<file path="config.mk">
export PLATFORM = sky130hd
export DESIGN_NAME = skew_rd_control_flat
export DESIGN_NICKNAME = d
export VERILOG_FILES = /design/src/rtl/skew_rd_control_pkg.sv /design/src/rtl/skew_rd_control_if.sv /design/src/rtl/skew_rd_control_lane.sv /design/src/rtl/skew_rd_control.sv /design/src/flat_wrapper.sv
export SDC_FILE = /design/constraint.sdc
export NUM_CORES = 1
export LEC_CHECK = 0
export ABC_AREA = 0
export CORE_ASPECT_RATIO = 1.1
export CORE_MARGIN = 2
export CORE_UTILIZATION = 40
export DETAILED_ROUTE_END_ITERATION = 10
export PLACE_DENSITY = 0.68
export SLEW_MARGIN = 0
export SYNTH_ARGS = -nofsm -noshare
export SYNTH_HDL_FRONTEND = slang
export SYNTH_SLANG_ARGS = --single-unit
</file>
<file path="constraint.sdc">
create_clock -name clk -period 4.7 [get_ports clk]
set_input_delay 0.94 -clock clk [delete_from_list [all_inputs] [get_ports clk]]
set_output_delay 0.94 -clock clk [all_outputs]
set_load 0.03 [all_outputs]
</file>
<file path="src/rtl/skew_rd_control_pkg.sv">
// Shared definitions for the skewed read / result write controllers.
package skew_rd_control_pkg;

  localparam int unsigned WIDTH_HEIGHT_DEF = 16;
  localparam int unsigned ADDR_W_DEF       = 8;

  typedef enum logic {
    IDLE = 1'b0,
    RUN  = 1'b1
  } state_e;

  // Width of a counter spanning 0 .. 2*w-2.
  function automatic int unsigned cnt_width(input int unsigned w);
    return (w < 2) ? 1 : $clog2(2 * w - 1);
  endfunction

  localparam int unsigned CNT_W_DEF = cnt_width(WIDTH_HEIGHT_DEF);

endpackage

</file>
<file path="src/rtl/skew_rd_control_if.sv">
// Sequencer <-> skewed read controller bus. With SKEW_RD_STALL_EN defined a
// stall input is added.
interface skew_rd_control_if #(
  parameter int unsigned WIDTH_HEIGHT = skew_rd_control_pkg::WIDTH_HEIGHT_DEF,
  parameter int unsigned ADDR_W       = skew_rd_control_pkg::ADDR_W_DEF
) ();

  logic                           start;
  logic [ADDR_W-1:0]              base_addr;
  logic                           sys_arr_active;
`ifdef SKEW_RD_STALL_EN
  logic                           stall;
`endif
  logic [WIDTH_HEIGHT-1:0]        rd_en;
  logic [WIDTH_HEIGHT*ADDR_W-1:0] rd_addr;
  logic                           busy;
  logic                           done;

  modport master (
    output start, base_addr, sys_arr_active,
`ifdef SKEW_RD_STALL_EN
    output stall,
`endif
    input  rd_en, rd_addr, busy, done
  );

  modport slave (
    input  start, base_addr, sys_arr_active,
`ifdef SKEW_RD_STALL_EN
    input  stall,
`endif
    output rd_en, rd_addr, busy, done
  );

endinterface

</file>
<file path="src/rtl/skew_rd_control_lane.sv">
// One memory lane: enabled while 0 <= cnt-LANE < WIDTH_HEIGHT, address base+(cnt-LANE).
module skew_rd_lane #(
  parameter int unsigned LANE         = 0,
  parameter int unsigned WIDTH_HEIGHT = skew_rd_control_pkg::WIDTH_HEIGHT_DEF,
  parameter int unsigned ADDR_W       = skew_rd_control_pkg::ADDR_W_DEF,
  parameter int unsigned CNT_W        = skew_rd_control_pkg::CNT_W_DEF
) (
  input  logic              active_i,
  input  logic [CNT_W-1:0]  cnt_i,
  input  logic [ADDR_W-1:0] base_i,
  output logic              en_c_o,
  output logic [ADDR_W-1:0] addr_c_o
);

  // Extra MSB captures the borrow when cnt is still below this lane's start.
  logic [CNT_W:0] diff_c;

  // Lane window decode and address offset.
  always_comb begin
    diff_c   = {1'b0, cnt_i} - (CNT_W+1)'(LANE);
    en_c_o   = 1'b0;
    addr_c_o = '0;
    if (active_i && !diff_c[CNT_W] && (diff_c[CNT_W-1:0] < CNT_W'(WIDTH_HEIGHT))) begin
      en_c_o   = 1'b1;
      addr_c_o = base_i + ADDR_W'(diff_c[CNT_W-1:0]);
    end
  end

endmodule

</file>
<file path="src/rtl/skew_rd_control.sv">
// Diagonally skewed tile read controller: lane i lags lane 0 by i cycles.
// Optional macro SKEW_RD_STALL_EN adds a stall input that freezes RUN progress.
module skew_rd_control
  import skew_rd_control_pkg::*;
#(
  parameter int unsigned WIDTH_HEIGHT = WIDTH_HEIGHT_DEF,
  parameter int unsigned ADDR_W       = ADDR_W_DEF
) (
  input  logic              clk,
  input  logic              reset,
  skew_rd_control_if.slave  bus
);

  localparam int unsigned      CNT_W    = cnt_width(WIDTH_HEIGHT);
  localparam logic [CNT_W-1:0] CNT_LAST = CNT_W'(2 * WIDTH_HEIGHT - 2);

  state_e                         state_q, state_d;
  logic [CNT_W-1:0]               cnt_q, cnt_d;
  logic [ADDR_W-1:0]              base_q, base_d;
  logic                           busy_q, busy_d;
  logic                           done_q, done_d;
  logic [WIDTH_HEIGHT-1:0]        rd_en_q;
  logic [WIDTH_HEIGHT*ADDR_W-1:0] rd_addr_q;

  logic                           stall_c;
  logic                           run_next_c;
  logic [WIDTH_HEIGHT-1:0]        lane_en_c;
  logic [WIDTH_HEIGHT*ADDR_W-1:0] lane_addr_c;

`ifdef SKEW_RD_STALL_EN
  assign stall_c = bus.stall;
`else
  assign stall_c = 1'b0;
`endif

  // Next-state, counter, base capture and status flags.
  always_comb begin
    state_d = state_q;
    cnt_d   = cnt_q;
    base_d  = base_q;
    busy_d  = busy_q;
    done_d  = done_q;
    if (done_q && bus.sys_arr_active) begin
      done_d = 1'b0;
    end
    case (state_q)
      IDLE: begin
        if (bus.start) begin
          state_d = RUN;
          cnt_d   = '0;
          base_d  = bus.base_addr;
          busy_d  = 1'b1;
          done_d  = 1'b0;
        end
      end
      RUN: begin
        if (!stall_c) begin
          if (cnt_q == CNT_LAST) begin
            state_d = IDLE;
            cnt_d   = '0;
            busy_d  = 1'b0;
            done_d  = 1'b1;
          end else begin
            cnt_d = cnt_q + CNT_W'(1);
          end
        end
      end
      default: state_d = IDLE;
    endcase
  end

  assign run_next_c = (state_d == RUN);

  // Per-lane decode driven from the next count so enables are registered in step.
  for (genvar g = 0; g < int'(WIDTH_HEIGHT); g++) begin : g_lane
    skew_rd_lane #(
      .LANE         (g),
      .WIDTH_HEIGHT (WIDTH_HEIGHT),
      .ADDR_W       (ADDR_W),
      .CNT_W        (CNT_W)
    ) u_lane (
      .active_i (run_next_c),
      .cnt_i    (cnt_d),
      .base_i   (base_d),
      .en_c_o   (lane_en_c[g]),
      .addr_c_o (lane_addr_c[g*ADDR_W +: ADDR_W])
    );
  end

  // State and output registers.
  always_ff @(posedge clk) begin
    if (reset) begin
      state_q   <= IDLE;
      cnt_q     <= '0;
      base_q    <= '0;
      busy_q    <= 1'b0;
      done_q    <= 1'b0;
      rd_en_q   <= '0;
      rd_addr_q <= '0;
    end else begin
      state_q   <= state_d;
      cnt_q     <= cnt_d;
      base_q    <= base_d;
      busy_q    <= busy_d;
      done_q    <= done_d;
      rd_en_q   <= lane_en_c;
      rd_addr_q <= lane_addr_c;
    end
  end

  assign bus.rd_en   = rd_en_q;
  assign bus.rd_addr = rd_addr_q;
  assign bus.busy    = busy_q;
  assign bus.done    = done_q;

endmodule

</file>
<file path="src/flat_wrapper.sv">
// flat-port wrapper written by rule: the top's interface ports become plain ports
module skew_rd_control_flat import skew_rd_control_pkg::*;
#(
  parameter int unsigned WIDTH_HEIGHT = WIDTH_HEIGHT_DEF,
  parameter int unsigned ADDR_W       = ADDR_W_DEF
)
  (clk, reset, bus_start, bus_base_addr, bus_sys_arr_active, bus_rd_en, bus_rd_addr, bus_busy, bus_done);
  skew_rd_control_if #(.WIDTH_HEIGHT(WIDTH_HEIGHT), .ADDR_W(ADDR_W)) bus_i ();
  input  logic clk;
  input  logic reset;
  input wire logic [$bits(bus_i.start)-1:0] bus_start;
  input wire logic [$bits(bus_i.base_addr)-1:0] bus_base_addr;
  input wire logic [$bits(bus_i.sys_arr_active)-1:0] bus_sys_arr_active;
  output wire logic [$bits(bus_i.rd_en)-1:0] bus_rd_en;
  output wire logic [$bits(bus_i.rd_addr)-1:0] bus_rd_addr;
  output wire logic [$bits(bus_i.busy)-1:0] bus_busy;
  output wire logic [$bits(bus_i.done)-1:0] bus_done;
  assign bus_i.start = bus_start;
  assign bus_i.base_addr = bus_base_addr;
  assign bus_i.sys_arr_active = bus_sys_arr_active;
  assign bus_rd_en = bus_i.rd_en;
  assign bus_rd_addr = bus_i.rd_addr;
  assign bus_busy = bus_i.busy;
  assign bus_done = bus_i.done;
  skew_rd_control #(.WIDTH_HEIGHT(WIDTH_HEIGHT), .ADDR_W(ADDR_W)) u_core (.clk(clk), .reset(reset), .bus(bus_i));
endmodule
</file>
==> impl_metrics.toml <==
[yosys]
syn-cell-area_um2 = 7470
synth_area_per_cell_um2 = 9.16
synth_compound_area_frac = 0.156
synth_top_family_by_area = "simple AND/OR/NAND/NOR gates"
syn_inst = 816
netlist.area_leader.share = 0.429
ys_ff_latch = 160
synthDistinctLibCells = 60
synth_xor_area_frac = 0.0867
synth-edff-count = 0
synthMuxAreaShare = 0.0139
synth-warning-count = 0
synth_fa_ha_area_frac = 0.106
synthArstFlopShare = 0
synthTopCellsByArea = "dfxtp_1 (43%), ha_1 (9.5%), xnor2_1 (7.3%), nor2_1 (6.7%), a21oi_1 (2.8%)"
synth_top_area_cell = "dfxtp_1"
yosys.area_share.simple = 0.164
syn_nets = 889
yosysMostFrequentCell = "dfxtp_1"
ys_seq_area_frac = 0.429
synth_commonest_cells = "dfxtp_1 (160), nor2_1 (134), xnor2_1 (62), ha_1 (57), inv_1 (51)"
synth_ff_type = "dfxtp_1"

[sta]
worst_slew_pin_slew_ns = 0.808
finalHoldViolations = 0
min_period_ns = 4.03
relSlewSlack = 0.459
rsz0062_at_grt = "false"
setup-violations-final = 0
fin_crit_sh = 0.858
drv_slew = 0
clock.fmax_mhz = 248
setup_tns_ns = 0
fin_skew_ns = 0.0110

[critical_path]
cp_max_fo = 15
worstPathCellList = "clkdlybuf4s50_1, nor2_4, a221oi_4, inv_2, ha_1, and3b_1, a221oi_1, xnor2_1, inv_1, ha_1, a211o_1, o21ai_0, o21ai_0, nor3b_1"
slowest_delay_ns = 0.57
crit_arrival_ns = 4.32
start_kind = "input pin"
cp.required_ns = 4.99
crit_buf_inv = 3
cp_num_cells = 14
slowest_stage = "clkdlybuf4s50_1"
reg2reg_depth = 14
cpLargestDelayFamily = "compound AO/OA/AOI/OAI gates"
criticalPathCategory = "input pin to register"
worstSetupEndpointType = "register"

[floorplan]
core-area_um2 = 18300
ios = 158
start_util = 0.407
rows = 52
die_area_um2 = 19800
die_h_um = 147
die_w_um = 134

[global_route]
grt_pass1_vias = 5998
grt_max_degree = 24
grt_pass1_wl_um = 31300
overflow = 0
antenna_found_initial = 0
grt_use_total = 0.202

[clock_network]
cts_root_buffer = "clkbuf_16"
cts_sinks = 160
cts_max_level = 4
cts_setup_buffers = 0
hold_buffers = 0
cts_buffer_depth = 2
clk_pin_slew_ns = 0.06
cts_inserted_buffers = 17
cts_tree = "done"
clk_latency_ns = 0.43
cts_resized = 0

[cells_and_area]
multi_input_area_um2 = 3950
syn2layout_area_growth_pct = 34.0
antenna_cells = 0
fill_cells = 1698
nets = 1060
drive_above_1_share = 0.0841
seq_area_um2 = 3200
instances_no_fill = 1242

[worst_hold_path]
hold_path.class = "register to register"
min_path_cells = 1

[power_and_ir_drop]
p_per_area_nw_per_um2 = 339
max-vdd-ir-drop_uv = 244
p_leak_uw = 0.00419

[routing]
first_pass_iters = 4
remaining_drc_errors = 0
post_drt_wl_per_cell_um = 15.6
vias_per_cell = 4.90
routed_wl_um = 19400
ant_nets = 0
via_count = 6086
initialDrtViolationCount = 346

[placed_design]
portBuffers = 157
gp_congestion = 0.877
place_inst = 1211
dpl.hpwl_um = 14000

[flow_run]
drv_cap = 0

[run_status]
status = "completed"
==> metal layers <==
layer | global-route usage | routed length [um] | part of all wire
met1 | 0.258 | 9000 | 0.46
met2 | 0.340 | 9270 | 0.48
met3 | 0.0404 | 817 | 0.042
met4 | 0.0679 | 342 | 0.018
met5 | 0 | 0 | 0
==> logic make-up after synthesis <==
family / after synthesis
and+or+nand+nor: 261
muxes: 10
DFF: 160
adders and majority gates: 61
buffers and inverters: 82
xor gates and xnor gates: 74
AOI/OAI and AO/OA: 168
==> registers in the layout, indices dropped and copies added (netlist names) <==
name / flops
u_core.base_q: 8
u_core.bus.busy: 1
u_core.bus.done: 1
u_core.bus.rd_addr: 128
u_core.bus.rd_en: 16
u_core.cnt_q: 5
u_core.state_q: 1
==> area by class of cell <==
cell class,instances,area share
multi-input cells,574,0.394
clock inverters,12,0.0184
inverters,55,0.0206
repair buffers,179,0.173
clock buffers,19,0.0432
well taps,243,0.0304
flip-flops and latches,160,0.320
==> worst paths after layout <==
check	start	to	slack, ns
hold / removal	u_core.bus.busy$_SDFFE_PP0P_	u_core.bus.busy$_SDFFE_PP0P_	0.50
setup reg to reg	u_core.cnt_q[0]$_SDFF_PP0_	u_core.bus.rd_addr[111]$_SDFF_PP0_	0.87
setup / recovery	bus_start	u_core.bus.rd_addr[111]$_SDFF_PP0_	0.67
hold reg to reg	u_core.bus.busy$_SDFFE_PP0P_	u_core.bus.busy$_SDFFE_PP0P_	0.50
==> power breakdown <==
| part | internal, uW | total [uW] | leakage [uW] | switching [uW] |
|---|---|---|---|---|
| Clock | 890 | 1450 | 0.000294 | 558 |
| Sequential | 1370 | 1380 | 0.00129 | 9.30 |
| Combinational | 233 | 566 | 0.00261 | 333 |
| Total | 2490 | 3390 | 0.00419 | 900 |
==> cells in the final DEF, fill, tap and decap left out, drive strengths merged, types with 3 or more instances in the layout <==
master / netlist / layout
and3b: 4 / 4
nor2b: 17 / 17
fa: 4 / 4
nor3b: 5 / 5
nand2: 22 / 22
bufinv: 0 / 4
buf: 18 / 22
o21a: 28 / 28
clkbuf: 9 / 19
or2: 3 / 3
a211oi: 7 / 7
a21o: 18 / 18
ha: 57 / 57
xor2: 12 / 12
clkdlybuf4s50: 0 / 157
and2: 3 / 3
nand2b: 4 / 4
dfxtp: 160 / 160
a21oi: 43 / 43
nor2: 135 / 135
o21ai: 38 / 38
a211o: 3 / 3
o211ai: 4 / 4
mux2i: 7 / 7
nand3: 10 / 10
xnor2: 62 / 62
and4: 5 / 5
mux2: 3 / 3
and3: 3 / 3
inv: 55 / 57
clkinv: 0 / 4
nor3: 43 / 43
a31oi: 7 / 7
==> stage by stage <==
step	setup WS (ns)	hold slack [ns]	util	power [uW]	cell area [um^2]
floorplan	0.948	0.476	-	1820	7470
global placement	0.265	0.493	0.512	1970	9400
detailed placement	0.220	0.479	0.512	1970	9400
CTS	0.673	0.506	0.546	3410	10000
global route	0.413	0.544	0.546	3540	10000
finish	0.668	0.504	0.546	3390	10000
Note: power is estimated with default switching activity, not from simulation.
